### config.mk
export PLATFORM = sky130hd
export DESIGN_NAME = serializer_4
export DESIGN_NICKNAME = d
export VERILOG_FILES = /design/src/rtl/serializer_4.sv
export SDC_FILE = /design/constraint.sdc
export NUM_CORES = 1
export LEC_CHECK = 0
export ABC_CLOCK_PERIOD_IN_PS = 9700
export CAP_MARGIN = 20
export CORE_UTILIZATION = 49
export CTS_CLUSTER_SIZE = 40
export DETAILED_ROUTE_END_ITERATION = 10
export PLACE_DENSITY = 0.77
export SYNTH_ARGS = -nofsm -noshare
export SYNTH_HDL_FRONTEND = slang
export SYNTH_HIERARCHICAL = 1
export SYNTH_SLANG_ARGS = --single-unit
### constraint.sdc
create_clock -name i_clk -period 9.7 [get_ports i_clk]
set_clock_uncertainty 0.05 [all_clocks]
set_input_delay 0.97 -clock i_clk [delete_from_list [all_inputs] [get_ports i_clk]]
set_output_delay 0.97 -clock i_clk [all_outputs]
set_load 0.02 [all_outputs]
### src/rtl/serializer_4.sv
// serializer_4: captures four N-bit words in one load cycle and streams them
// out one per valid/ready beat, steering a mux_4 with the word counter.
module mux_4 #(
   parameter int N = 64
) (
   input  logic [N-1:0] d0,
   input  logic [N-1:0] d1,
   input  logic [N-1:0] d2,
   input  logic [N-1:0] d3,
   input  logic [1:0]   s,
   output logic [N-1:0] y
);
   always_comb y = s[1] ? (s[0] ? d3 : d2) : (s[0] ? d1 : d0);
endmodule

module serializer_4 #(
   parameter int N = 64
) (
   input  logic         i_clk,
   input  logic         i_rst,
   input  logic         i_load,
   input  logic [1:0]   i_len,
   input  logic [N-1:0] i_in0,
   input  logic [N-1:0] i_in1,
   input  logic [N-1:0] i_in2,
   input  logic [N-1:0] i_in3,
   input  logic         i_ready,
   output logic         o_busy,
   output logic         o_valid,
   output logic         o_last,
   output logic [1:0]   o_s,
   output logic [N-1:0] o_out
);
   typedef enum logic {IDLE, SEND} state_t;
   state_t       state;
   logic [1:0]   cnt;
   logic [1:0]   len;
   logic [N-1:0] w0, w1, w2, w3;
   logic [N-1:0] mux_y;
   logic         send;
   logic         at_last;

   assign send    = state == SEND;
   assign at_last = cnt == len;

   mux_4 #(.N(N)) u_mux (
      .d0(w0),
      .d1(w1),
      .d2(w2),
      .d3(w3),
      .s (cnt),
      .y (mux_y)
   );

   always_ff @(posedge i_clk or posedge i_rst) begin
      if (i_rst) begin
         state <= IDLE;
         cnt   <= 2'd0;
         len   <= 2'd0;
         w0    <= '0;
         w1    <= '0;
         w2    <= '0;
         w3    <= '0;
      end else if (state == IDLE) begin
         if (i_load) begin
            state <= SEND;
            cnt   <= 2'd0;
            len   <= i_len;
            w0    <= i_in0;
            w1    <= i_in1;
            w2    <= i_in2;
            w3    <= i_in3;
         end
      end else if (i_ready) begin
         // the length check ends the burst before the counter can wrap
         if (at_last) begin
            state <= IDLE;
            cnt   <= 2'd0;
         end else begin
            cnt <= cnt + 2'd1;
         end
      end
   end

   assign o_busy  = send;
   assign o_valid = send;
   assign o_last  = send && at_last;
   assign o_s     = send ? cnt : 2'd0;
   assign o_out   = send ? mux_y : '0;
endmodule

==> results_dict.tcl, run 1 <==
set metrics [dict create \
    die_height_um 163 \
    vias 7210 \
    wl_mm 29.0 \
    drive_gt1_share_pct 35.2 \
    critPathKind "reg2out" \
    gp_congestion 0.746 \
    finalCriticalPeriod_ns 4.39 \
    status "complete, no violations" \
    use_met2_pct 34.1 \
    io_pins 331 \
    hp-class "reg2reg" \
    drc 0 \
    syn-num-nets 980 \
    met1_usage_pct 30.1 \
    setup_ws_ns 5.31 \
    synth_cells 718 \
    cts_resized 0 \
    post_drt_wl_per_cell_um 20.9 \
    dieArea_um2 26600 \
    ys_warn_count 6 \
    start_util_pct 50.3 \
    viasPerCell 5.21 \
    ys_types 25 \
    grt_max_degree 139 \
    first_pass_iters 4 \
    rsz0062_at_grt "no" \
    worst_pin_slew_ns 1.10 \
    rr_worst_depth 4 \
    p_per_area_nw_per_um2 340 \
    grtUsageTotal_pct 22.1 \
    grt_pass1_wl_mm 45.3 \
    clkSinkCount 261 \
    hold_depth 1 \
    setup_viol 0 \
    post_cts_buffers 0 \
    crit_path_start_kind "flop" \
    hold_violations 0 \
    antenna_found_initial 3 \
    overflow 0 \
    cts_tree "yes" \
    fin_crit_sh_pct 45.3 \
    io_buffers 330 \
    final_area_um2 16900 \
    nets 1297 \
    clock_latency_ns 0.53 \
    grt_busiest_layer "met2" \
    synth-seq-cells 261 \
    grt_pass1_vias 7949 \
    cellLeakagePower_nw 7.09 \
    cts_buffer_depth 3 \
    relSlewSlack_pct 26.4 \
    finalMaxSlewViolations 0 \
    chipWidth_um 163 \
    holdCritStartpoint "w3[37]" \
    clock-root-buffer "clkbuf_16" \
    placementRows 58 \
    final_antenna_net_count 0 \
    core_um2 25300 \
    regToRegStartpoint "o_busy" \
    power_mw 5.74 \
    drt_iter0_drc 397 \
    areaGrowthSynthToFinish_pct 32.6 \
    max_freq_mhz 228 \
    fin_tns_setup_ns 0 \
    layout_commonest_cell "clkdlybuf4s50_1" \
    cp.required_ns 8.68 \
    placed_area_um2 16000 \
    cap_violations 0 \
    gr-usage-met3_pct 6.65 \
    cts_inserted_buffers 29 \
    peakVddDrop_mv 0.202 \
    clk_pin_slew_worst_paths_ns 0.06 \
    worstSetupEndpointType "primary output" \
    place_worst_setup_slack_ns 5.26 \
    final_cell_mix "clkdlybuf4s50_1, dfrtp_1, mux2_4, and2_1, mux4_2" \
    syn_avg_cell_area_um2 17.7 \
    crit_path_start "cnt[0]" \
    synth-seq-area-share_pct 51.3 \
    crit_path_max_fanout 31 \
    synth_area_um2 12700 \
    ctsHoldBuffers 0 \
    dp.cells 1333 \
    dp_hpwl_mm 18.7 \
    arrival_ns 3.37 \
    fin_cells 1385 \
    ctsHtreeMaxLevel 1 \
]
## flip-flops by register name, indices dropped and copies added (netlist names)
name,cells
w0,64
w2,64
o_busy,1
w1,64
w3,64
len,2
cnt,2
## cells by family after synthesis
| family | count (synthesis) | share of synthesized area, % |
|---|---|---|
| mux | 322 | 40.2 |
| flops | 261 | 51.3 |
| simple gates | 75 | 3.74 |
| buf+inv | 53 | 4.43 |
| compound gates | 5 | 0.216 |
| xor+xnor | 2 | 0.138 |
## metal layers
layer	routed length, um	vias to the layer above	part of all wire (%)
met2	13000	261	45
li1	-	3260	-
met4	850	0	2.9
met1	12800	3640	44
met3	2320	49	8.0
met5	0	-	0
## worst paths after layout
path	end	slack, ns
min reg2reg	w3[37]	0.45
max in group asynchronous	w2[45]	7.12
max reg2reg	w2[5]	6.32
min	w3[37]	0.45
min in group asynchronous	w1[24]	0.99
max	o_out[0]	5.31
## metrics by stage
stage	utilization [%]	hold slack, ns
after floorplan	-	0.422
after global placement	63.0	0.433
after detailed placement	63.0	0.439
after CTS	66.5	0.454
after global routing	66.6	0.463
final	66.6	0.452
## power by group
group / internal, mW / switching, mW / leakage (nW)
clock network: 0.599 / 0.423 / 0.434
registers: 1.65 / 0.376 / 3.09
logic: 1.75 / 0.953 / 3.57
total: 3.99 / 1.75 / 7.09
## cell usage after synthesis (all sizes together)
library cell | n | area [um2]
a31oi | 1 | 6.26
nor2b | 2 | 20.0
and4b | 1 | 10.0
and3b | 1 | 8.76
dfrtp | 261 | 6530
inv | 1 | 3.75
buf | 44 | 529
mux4 | 64 | 1460
mux2 | 258 | 3660
and2 | 67 | 419
nand3b | 1 | 7.51
nor2 | 2 | 7.51
o21ai | 3 | 15.0
clkbuf | 8 | 31.3
o22ai | 1 | 6.26
nand2 | 1 | 3.75
xor2 | 2 | 17.5
## worst max-delay path, stage by stage, from the launching register on
cell and delay (ns):
dfrtp_4 0.70, buf_4 0.51, buf_16 0.30, mux4_1 0.57, and2_1 0.19, clkdlybuf4s50_1 0.54
## cell type report
class / count / area, um2
Clock inverter: 4 / 23.8
Antenna cell: 2 / 5.00
Timing Repair Buffer: 338 / 3400
Fill cell: 1816 / 8450
Multi-Input combinational cell: 404 / 5630
Inverter: 1 / 11.3
Tap cell: 330 / 413
Clock buffer: 45 / 856
Sequential cell: 261 / 6540
Note: power is estimated with default switching activity, not from simulation.
==> run 2: changes to the inputs <==
Settings changed: ABC_CLOCK_PERIOD_IN_PS 9700 to 4100.
Clock period 9.7 ns to 4.1 ns, I/O delays scaled along.
==> results_dict.tcl, run 2 (same netlist as run 1, synthesis figures left out) <==
set metrics [dict create \
    status "complete, no violations" \
    grt_max_degree 99 \
    ctsHoldBuffers 0 \
    antenna_found_initial 3 \
    critPathKind "reg2out" \
    gp_congestion 0.806 \
    io_pins 331 \
    clock-root-buffer "clkbuf_16" \
    cts_resized 0 \
    layout_commonest_cell "clkdlybuf4s50_1" \
    cts_inserted_buffers 29 \
    cp.required_ns 3.64 \
    nets 1306 \
    fin_tns_setup_ns 0 \
    fin_cells 1396 \
    first_pass_iters 4 \
    die_height_um 163 \
    finalMaxSlewViolations 0 \
    reg2reg_to "w2[29]" \
    cp_slowest_stage_delay_ns 0.77 \
    chipWidth_um 163 \
    grt_pass1_wl_mm 45.7 \
    peakVddDrop_mv 0.517 \
    dieArea_um2 26600 \
    setup_viol 0 \
    ctsHtreeMaxLevel 1 \
    setup_ws_ns 0.653 \
    start_util_pct 50.3 \
    core_um2 25300 \
    finalCriticalPeriod_ns 3.45 \
    fin_hold_ws_ns 0.284 \
    drive_gt1_share_pct 36.3 \
    crit_path_max_fanout 28 \
    post_cts_buffers 0 \
    dp.cells 1343 \
    post_drt_wl_per_cell_um 20.9 \
    grtUsageTotal_pct 22.2 \
    hold_violations 0 \
    cp-endpoint "o_out[2]" \
    place_worst_setup_slack_ns 1.13 \
    grt_pass1_vias 7993 \
    areaGrowthSynthToFinish_pct 34.9 \
    slowest_stage "dfrtp_4" \
    drc 0 \
    utilization_pct 67.8 \
    max_freq_mhz 290 \
    final_cell_mix "clkdlybuf4s50_1, dfrtp_1, mux2_4, and2_1, mux4_2" \
    crit_chain "buf_4 -> mux4_1 -> and2_1 -> clkdlybuf4s50_1" \
    fill_cells 1750 \
    worstSetupEndpointType "primary output" \
    vias 7294 \
    rsz0062_at_grt "no" \
    p_per_area_nw_per_um2 818 \
    drt_iter0_drc 314 \
    cts_buffer_depth 3 \
    final_area_um2 17200 \
    relSlewSlack_pct 50.0 \
    wl_mm 29.2 \
    cts_tree "yes" \
    placementRows 58 \
    viasPerCell 5.22 \
    crit_path_start_kind "flop" \
    dp_hpwl_mm 20.0 \
    power_mw 14.0 \
    fin_crit_sh_pct 84.1 \
    placed_area_um2 16100 \
    worst_pin_slew_ns 0.751 \
    arrival_ns 2.99 \
    io_buffers 330 \
    clkSinkCount 261 \
    r2r_slack_ns 1.84 \
    cellLeakagePower_nw 7.23 \
    clk_pin_slew_worst_paths_ns 0.06 \
    cap_violations 0 \
    clock_latency_ns 0.53 \
    crit_path_start "cnt[0]" \
    regToRegStartpoint "o_busy" \
    final_antenna_net_count 0 \
    rr_worst_depth 3 \
    overflow 0 \
    hp-class "in2async" \
]
==> run 2: cell types whose count changed in the layout (fill, tap and decap cells not counted) <==
| cell | delta |
|---|---|
| buf_12 | +7 |
| bufinv_16 | +7 |
| clkbuf_1 | -4 |
| buf_4 | +3 |
| clkbuf_8 | -3 |
| clkinv_2 | +3 |
| clkinvlp_4 | +2 |
| buf_16 | -1 |
| clkinv_4 | -1 |
| diode_2 | -1 |
| inv_8 | -1 |
==> run 2: report_power, final <==
part	total, mW	leakage, nW	switching [mW]	internal [mW]
sequential	4.82	3.09	0.923	3.90
combinational	6.38	3.63	2.23	4.14
clock	2.84	0.515	1.04	1.80
==> run 2: worst min path at each step <==
stage	from	to	slack (ns)	depth (start not counted)
after CTS	i_rst	w3[56]	0.28	2
after floorplan	w2[1]	w2[1]	0.42	1
final	i_rst	w3[56]	0.28	2
after detailed placement	w3[39]	w3[39]	0.44	1
after global placement	w2[11]	w2[11]	0.43	1
after global routing	i_rst	w2[62]	0.33	2
==> run 2: cell type report <==
class                      instances  area, um2  area share [%]
multi-input combinational        404       5630            32.8
clock buffer                      38        800            4.66
clock inverter                    14        248            1.44
timing repair buffer             347       3530            20.6
sequential                       261       6540            38.1
tap                              330        413            2.40
inverter                           1       7.51          0.0437
antenna                            1       2.50          0.0146
==> run 2: worst max-delay path: cells and delay by family (launching register included) <==
family | cells | cell delay [ns]
and+or+nand+nor | 1 | 0.17
buffers and inverters | 2 | 0.92
DFF | 1 | 0.77
muxes | 1 | 0.59
==> run 2: per-layer routing <==
metal  part of all wire, %  global-route usage (%)  vias to the layer above
met5                 0.089                       0                        -
met4                   2.0                    5.44                        4
met3                   8.2                    6.75                       46
met2                    47                    36.2                      269
met1                    42                    29.0                     3706
li1                      -                       -                     3269
==> run 3: changes to the inputs <==
Settings changed: ABC_CLOCK_PERIOD_IN_PS 4100 to 3000, CORE_UTILIZATION 49 to 45, PLACE_DENSITY 0.77 to 0.75.
Clock period 4.1 ns to 3 ns, I/O delays scaled along.
==> results_dict.tcl, run 3 (same netlist as run 1, synthesis figures left out) <==
set metrics [dict create \
    start_util_pct 45.8 \
    placed_area_um2 16300 \
    hp-class "in2async" \
    critPathKind "reg2out" \
    p_int_mw 13.3 \
    fill_cells 2073 \
    status "complete, no violations" \
    worstSetupEndpointType "primary output" \
    clock_latency_ns 0.54 \
    hold_violations 0 \
    drive_gt1_share_pct 36.7 \
    arrival_ns 2.58 \
    power_frac_clock_pct 19.2 \
    dieArea_um2 29000 \
    die_height_um 170 \
    fin_tns_setup_ns 0 \
    grtUsageTotal_pct 20.7 \
    drt_iter0_drc 369 \
    fin_hold_ws_ns 0.175 \
    grt_pass1_vias 8300 \
    first_pass_iters 4 \
    swShare_pct 30.2 \
    cts_inserted_buffers 30 \
    clk_pin_slew_worst_paths_ns 0.06 \
    post_drt_wl_per_cell_um 20.2 \
    layout_commonest_cell "clkdlybuf4s50_1" \
    cts_tree "yes" \
    p_per_area_nw_per_um2 1090 \
    clkSinkCount 261 \
    cellLeakagePower_nw 7.64 \
    final_antenna_net_count 0 \
    overflow 0 \
    gp_congestion 0.773 \
    cap_violations 0 \
    crit_path_max_fanout 9 \
    vias 7395 \
    power_mw 19.0 \
    worst_pin_slew_ns 0.698 \
    p_sw_mw 5.74 \
    pwr-share-comb_pct 47.2 \
    seq_power_share_pct 33.6 \
    core_um2 27800 \
    io_pins 331 \
    utilization_pct 62.7 \
    cp.required_ns 2.65 \
    crit_path_start_kind "flop" \
    final_cell_mix "clkdlybuf4s50_1, dfrtp_1, mux2_4, and2_1, mux4_2" \
    chipWidth_um 170 \
    drc 0 \
    max_freq_mhz 341 \
    placementRows 61 \
    antenna_found_initial 0 \
    dp_hpwl_mm 20.1 \
    clock-root-buffer "clkbuf_16" \
    areaGrowthSynthToFinish_pct 36.9 \
    grt_max_degree 71 \
    io_buffers 330 \
    final_area_um2 17400 \
    rsz0062_at_grt "yes" \
    cts_buffer_depth 3 \
    wl_mm 29.4 \
    peakVddDrop_mv 0.644 \
    finalCriticalPeriod_ns 2.93 \
    finalMaxSlewViolations 0 \
    relSlewSlack_pct 53.4 \
    nets 1315 \
    setup_viol 0 \
    fin_crit_sh_pct 97.7 \
    ctsHtreeMaxLevel 1 \
    grt_pass1_wl_mm 46.4 \
    viasPerCell 5.09 \
]
==> run 3: metrics by stage <==
stage | worst slack, ns | std cells
after floorplan | -0.792 | 718
after global placement | 0.476 | 1396
after detailed placement | 0.472 | 1396
after CTS | 0.0332 | 1452
after global routing | -0.0183 | 1453
final | 0.0683 | 1454
==> run 3: what timing repair did <==
action / 4_1_cts / 5_1_grt
pin swaps: 0 / 0
gates cloned: 0 / 1
setup endpoints to repair: 57 / 16
setup buffers: 2 / 0
gates resized for setup: 2 / 30
hold buffers: 0 / 0
==> run 3: power groups by stage <==
stage          clock network, mW  logic (mW)  registers [mW]
6_report                    3.65        8.98            6.39
5_1_grt                     3.87        9.56            6.61
4_1_cts                     3.73        9.12            6.38
3_5_place_dp                   0        9.00            6.43
3_3_place_gp                   0        8.89            6.38
2_1_floorplan                  0        6.58            5.99
==> run 3: final timing paths <==
kind / end / slack [ns] / cells after the start / start
worst max-delay path: o_out[2] / 0.07 / 4 / cnt[0]
worst min-delay path: w0[60] / 0.18 / 2 / i_rst
worst max register to register: w2[48] / 0.95 / 4 / o_busy
worst min register to register: w2[5] / 0.45 / 1 / w2[5]
max in group asynchronous: w3[15] / 1.94 / 3 / i_rst
min in group i_clk: w2[11] / 0.31 / 2 / i_in2[11]
==> run 3: area by class of cell <==
| cell class | instances | area [um2] | share of cell area [%] |
|---|---|---|---|
| Sequential cell | 261 | 6540 | 37.5 |
| Inverter | 1 | 7.51 | 0.0431 |
| Clock inverter | 5 | 55.1 | 0.316 |
| Antenna cell | 1 | 2.50 | 0.0144 |
| Timing Repair Buffer | 355 | 3760 | 21.6 |
| Multi-Input combinational cell | 404 | 5630 | 32.3 |
| Tap cell | 378 | 473 | 2.71 |
| Clock buffer | 49 | 953 | 5.47 |
==> run 3: critical path, cell delays in order (launching register included) <==
cell             delay, ns
dfrtp_4               0.51
buf_4                 0.23
mux4_1                0.57
and2_1                0.18
clkdlybuf4s50_1       0.53
==> run 3: routing by layer <==
metal | share of wire, % | track usage (%) | vias up
met5 | 0 | 0 | -
li1 | - | - | 3285
met1 | 42 | 26.9 | 3798
met3 | 7.8 | 6.09 | 54
met4 | 2.5 | 5.72 | 0
met2 | 48 | 33.6 | 258
==> RTL change: new RTL, settings of run 2 <==
`N` is set to 64 in 2 places; all go to 128.
--- a/src/rtl/serializer_4.sv
+++ b/src/rtl/serializer_4.sv
@@ -3,3 +3,3 @@
 module mux_4 #(
-   parameter int N = 64
+   parameter int N = 128
 ) (
@@ -16,3 +16,3 @@
 module serializer_4 #(
-   parameter int N = 64
+   parameter int N = 128
 ) (
Interface: changed (5 resized); port bits go from 331 to 651. The function was not compared with the original's and may differ.
==> RTL change against run 2 <==
  * Routed wire length is 140% higher
  * Final area rose by 99%
  * Worst setup slack lost 0.042 ns
  * Worst hold slack improved by 0.0084 ns
  * Count of clock-buffer cells in the layout is 46 higher
  * Sequential power up 97%
  * Area after synthesis is 99% higher
  * Power grew 100%
  * Register-to-register slack got worse by 0.58 ns
  * Clock power rose by 89%
  * Non-clock buffer count rose by 334
  * Sequential cell count up 256
  * Largest cell class unchanged
  * Highest routed layer unchanged
==> RTL change: results (changes against run 2) <==
| Metric | Value |
|---|---|
| Status | `complete, no violations` |
| R2R setup slack | `1.26 ns (-0.58 ns)` |
| Synth top cells by count | `dfrtp_1, mux2_4, and2_1` |
| WL met1 | `26750 µm (+120%)` |
| Critical path peak fanout | `49 (+75%)` |
| Post-DP HPWL | `48730 µm (+140%)` |
| P_leak | `14.43 nW (+99%)` |
| Vias in the first global route | `16763 (+110%)` |
| Post-CTS Setup Bufs | `0 (unchanged)` |
| Met2 WL | `34490 µm (+150%)` |
| GR Util met3 | `8.217% (+1.5 points)` |
| Vias | `14836 (+100%)` |
| Slew @ Worst Pin | `1.124 ns (+0.3736 ns)` |
| Largest net degree at the start of global routing | `97 (-2.0%)` |
| Int Pwr | `19.41 mW (+97%)` |
| Tcrit/Tclk final | `85.10% (+1.0 points)` |
| Met1 Use GR | `32.16% (+3.1 points)` |
| Port buffer count | `650 (+97%)` |
| Synth Area in Compound Gates | `0.1087% (-0.11 points)` |
| Detailed Route Iter0 Violations | `873 (+180%)` |
| Top post-synthesis cells by area | `dfrtp_1, mux2_4, mux4_2, and2_1, mux2_2` |
| Met2 usage | `44.39% (+8.2 points)` |
| Gpl congestion | `0.8638 (+7.2%)` |
| Post-synthesis mux area share | `41.07% (+0.90 points)` |
| Synth Area in Adders | `0% (unchanged)` |
| # nets final | `2562 (+96%)` |
| # fillers | `3448 (+97%)` |
| Met3 wire length | `5231 µm (+120%)` |
| Largest stage delay, worst path | `0.62 ns (-0.15 ns)` |
| Detailed Routing Iterations Pass 1 | `5 (+1)` |
| R2R cell count | `4 (+1)` |
| CP endpoint | `o_out[69]` |
| Skew-Pair Late Insertion Delay | `0.60 ns (+0.07 ns)` |
| Max IR drop VDD | `0.0005993 V (+16%)` |
| CTS buffer count | `55 (+90%)` |
| Post-Synth XOR/XNOR Area | `0.06918% (-0.068 points)` |
| Routed len/inst | `24.75 µm (+18%)` |
| Top Layer Used | `met5` |
| Post-synth cell types | `23 (-8.0%)` |
| First-pass GRT wire length | `105500 µm (+130%)` |
| Hold WS | `0.2920 ns (+0.008359 ns)` |
| H-tree depth | `2 (+1)` |
| Syn nets | `1925 (+96%)` |
| Initial antenna violation count | `26 (+23)` |
| Register area share after synthesis | `51.10% (-0.21 points)` |
| Crit path DAT | `3.03 ns (+0.04 ns)` |
| Layout cells sized above 1 | `36.91% (+0.57 points)` |
| Overall global routing resource usage | `26.50% (+4.3 points)` |
| FF-to-FF End | `w1[107]` |
| Pre-CTS setup slack | `1.193 ns (+0.05789 ns)` |
## RTL change: per-stage QoR
step	cells	utilization (%)	area, µm²	setup TNS [ns]	power, mW
final	2779	67.47	34130	0	28.08
after global routing	2772	67.43	34110	0	29.42
after CTS	2761	67.38	34080	0	28.29
after detailed placement	2659	63.47	32110	0	22.73
after global placement	2659	63.47	32110	0	22.43
after floorplan	1407	-	25320	-1748.63	18.41
## RTL change: power by group through the flow
stage	registers [mW]	clock network [mW]	logic [mW]
floorplan	8.71	0	9.70
global placement	9.37	0	13.1
detailed placement	9.50	0	13.2
CTS	9.47	5.47	13.3
global route	9.77	5.69	14.0
finish	9.49	5.36	13.2
## RTL change: layout make-up
type                    count  area, µm²  share of cell area [%]
diodes                     18      45.04                  0.1320
clock buffers              84       1708                   5.005
clock inverters            18      267.8                  0.7846
inverters                   1      7.507                 0.02200
multi-input cells         788      11320                   33.17
flip-flops and latches    517      12950                   37.94
well taps                 672      840.8                   2.464
repair buffers            681       6989                   20.48
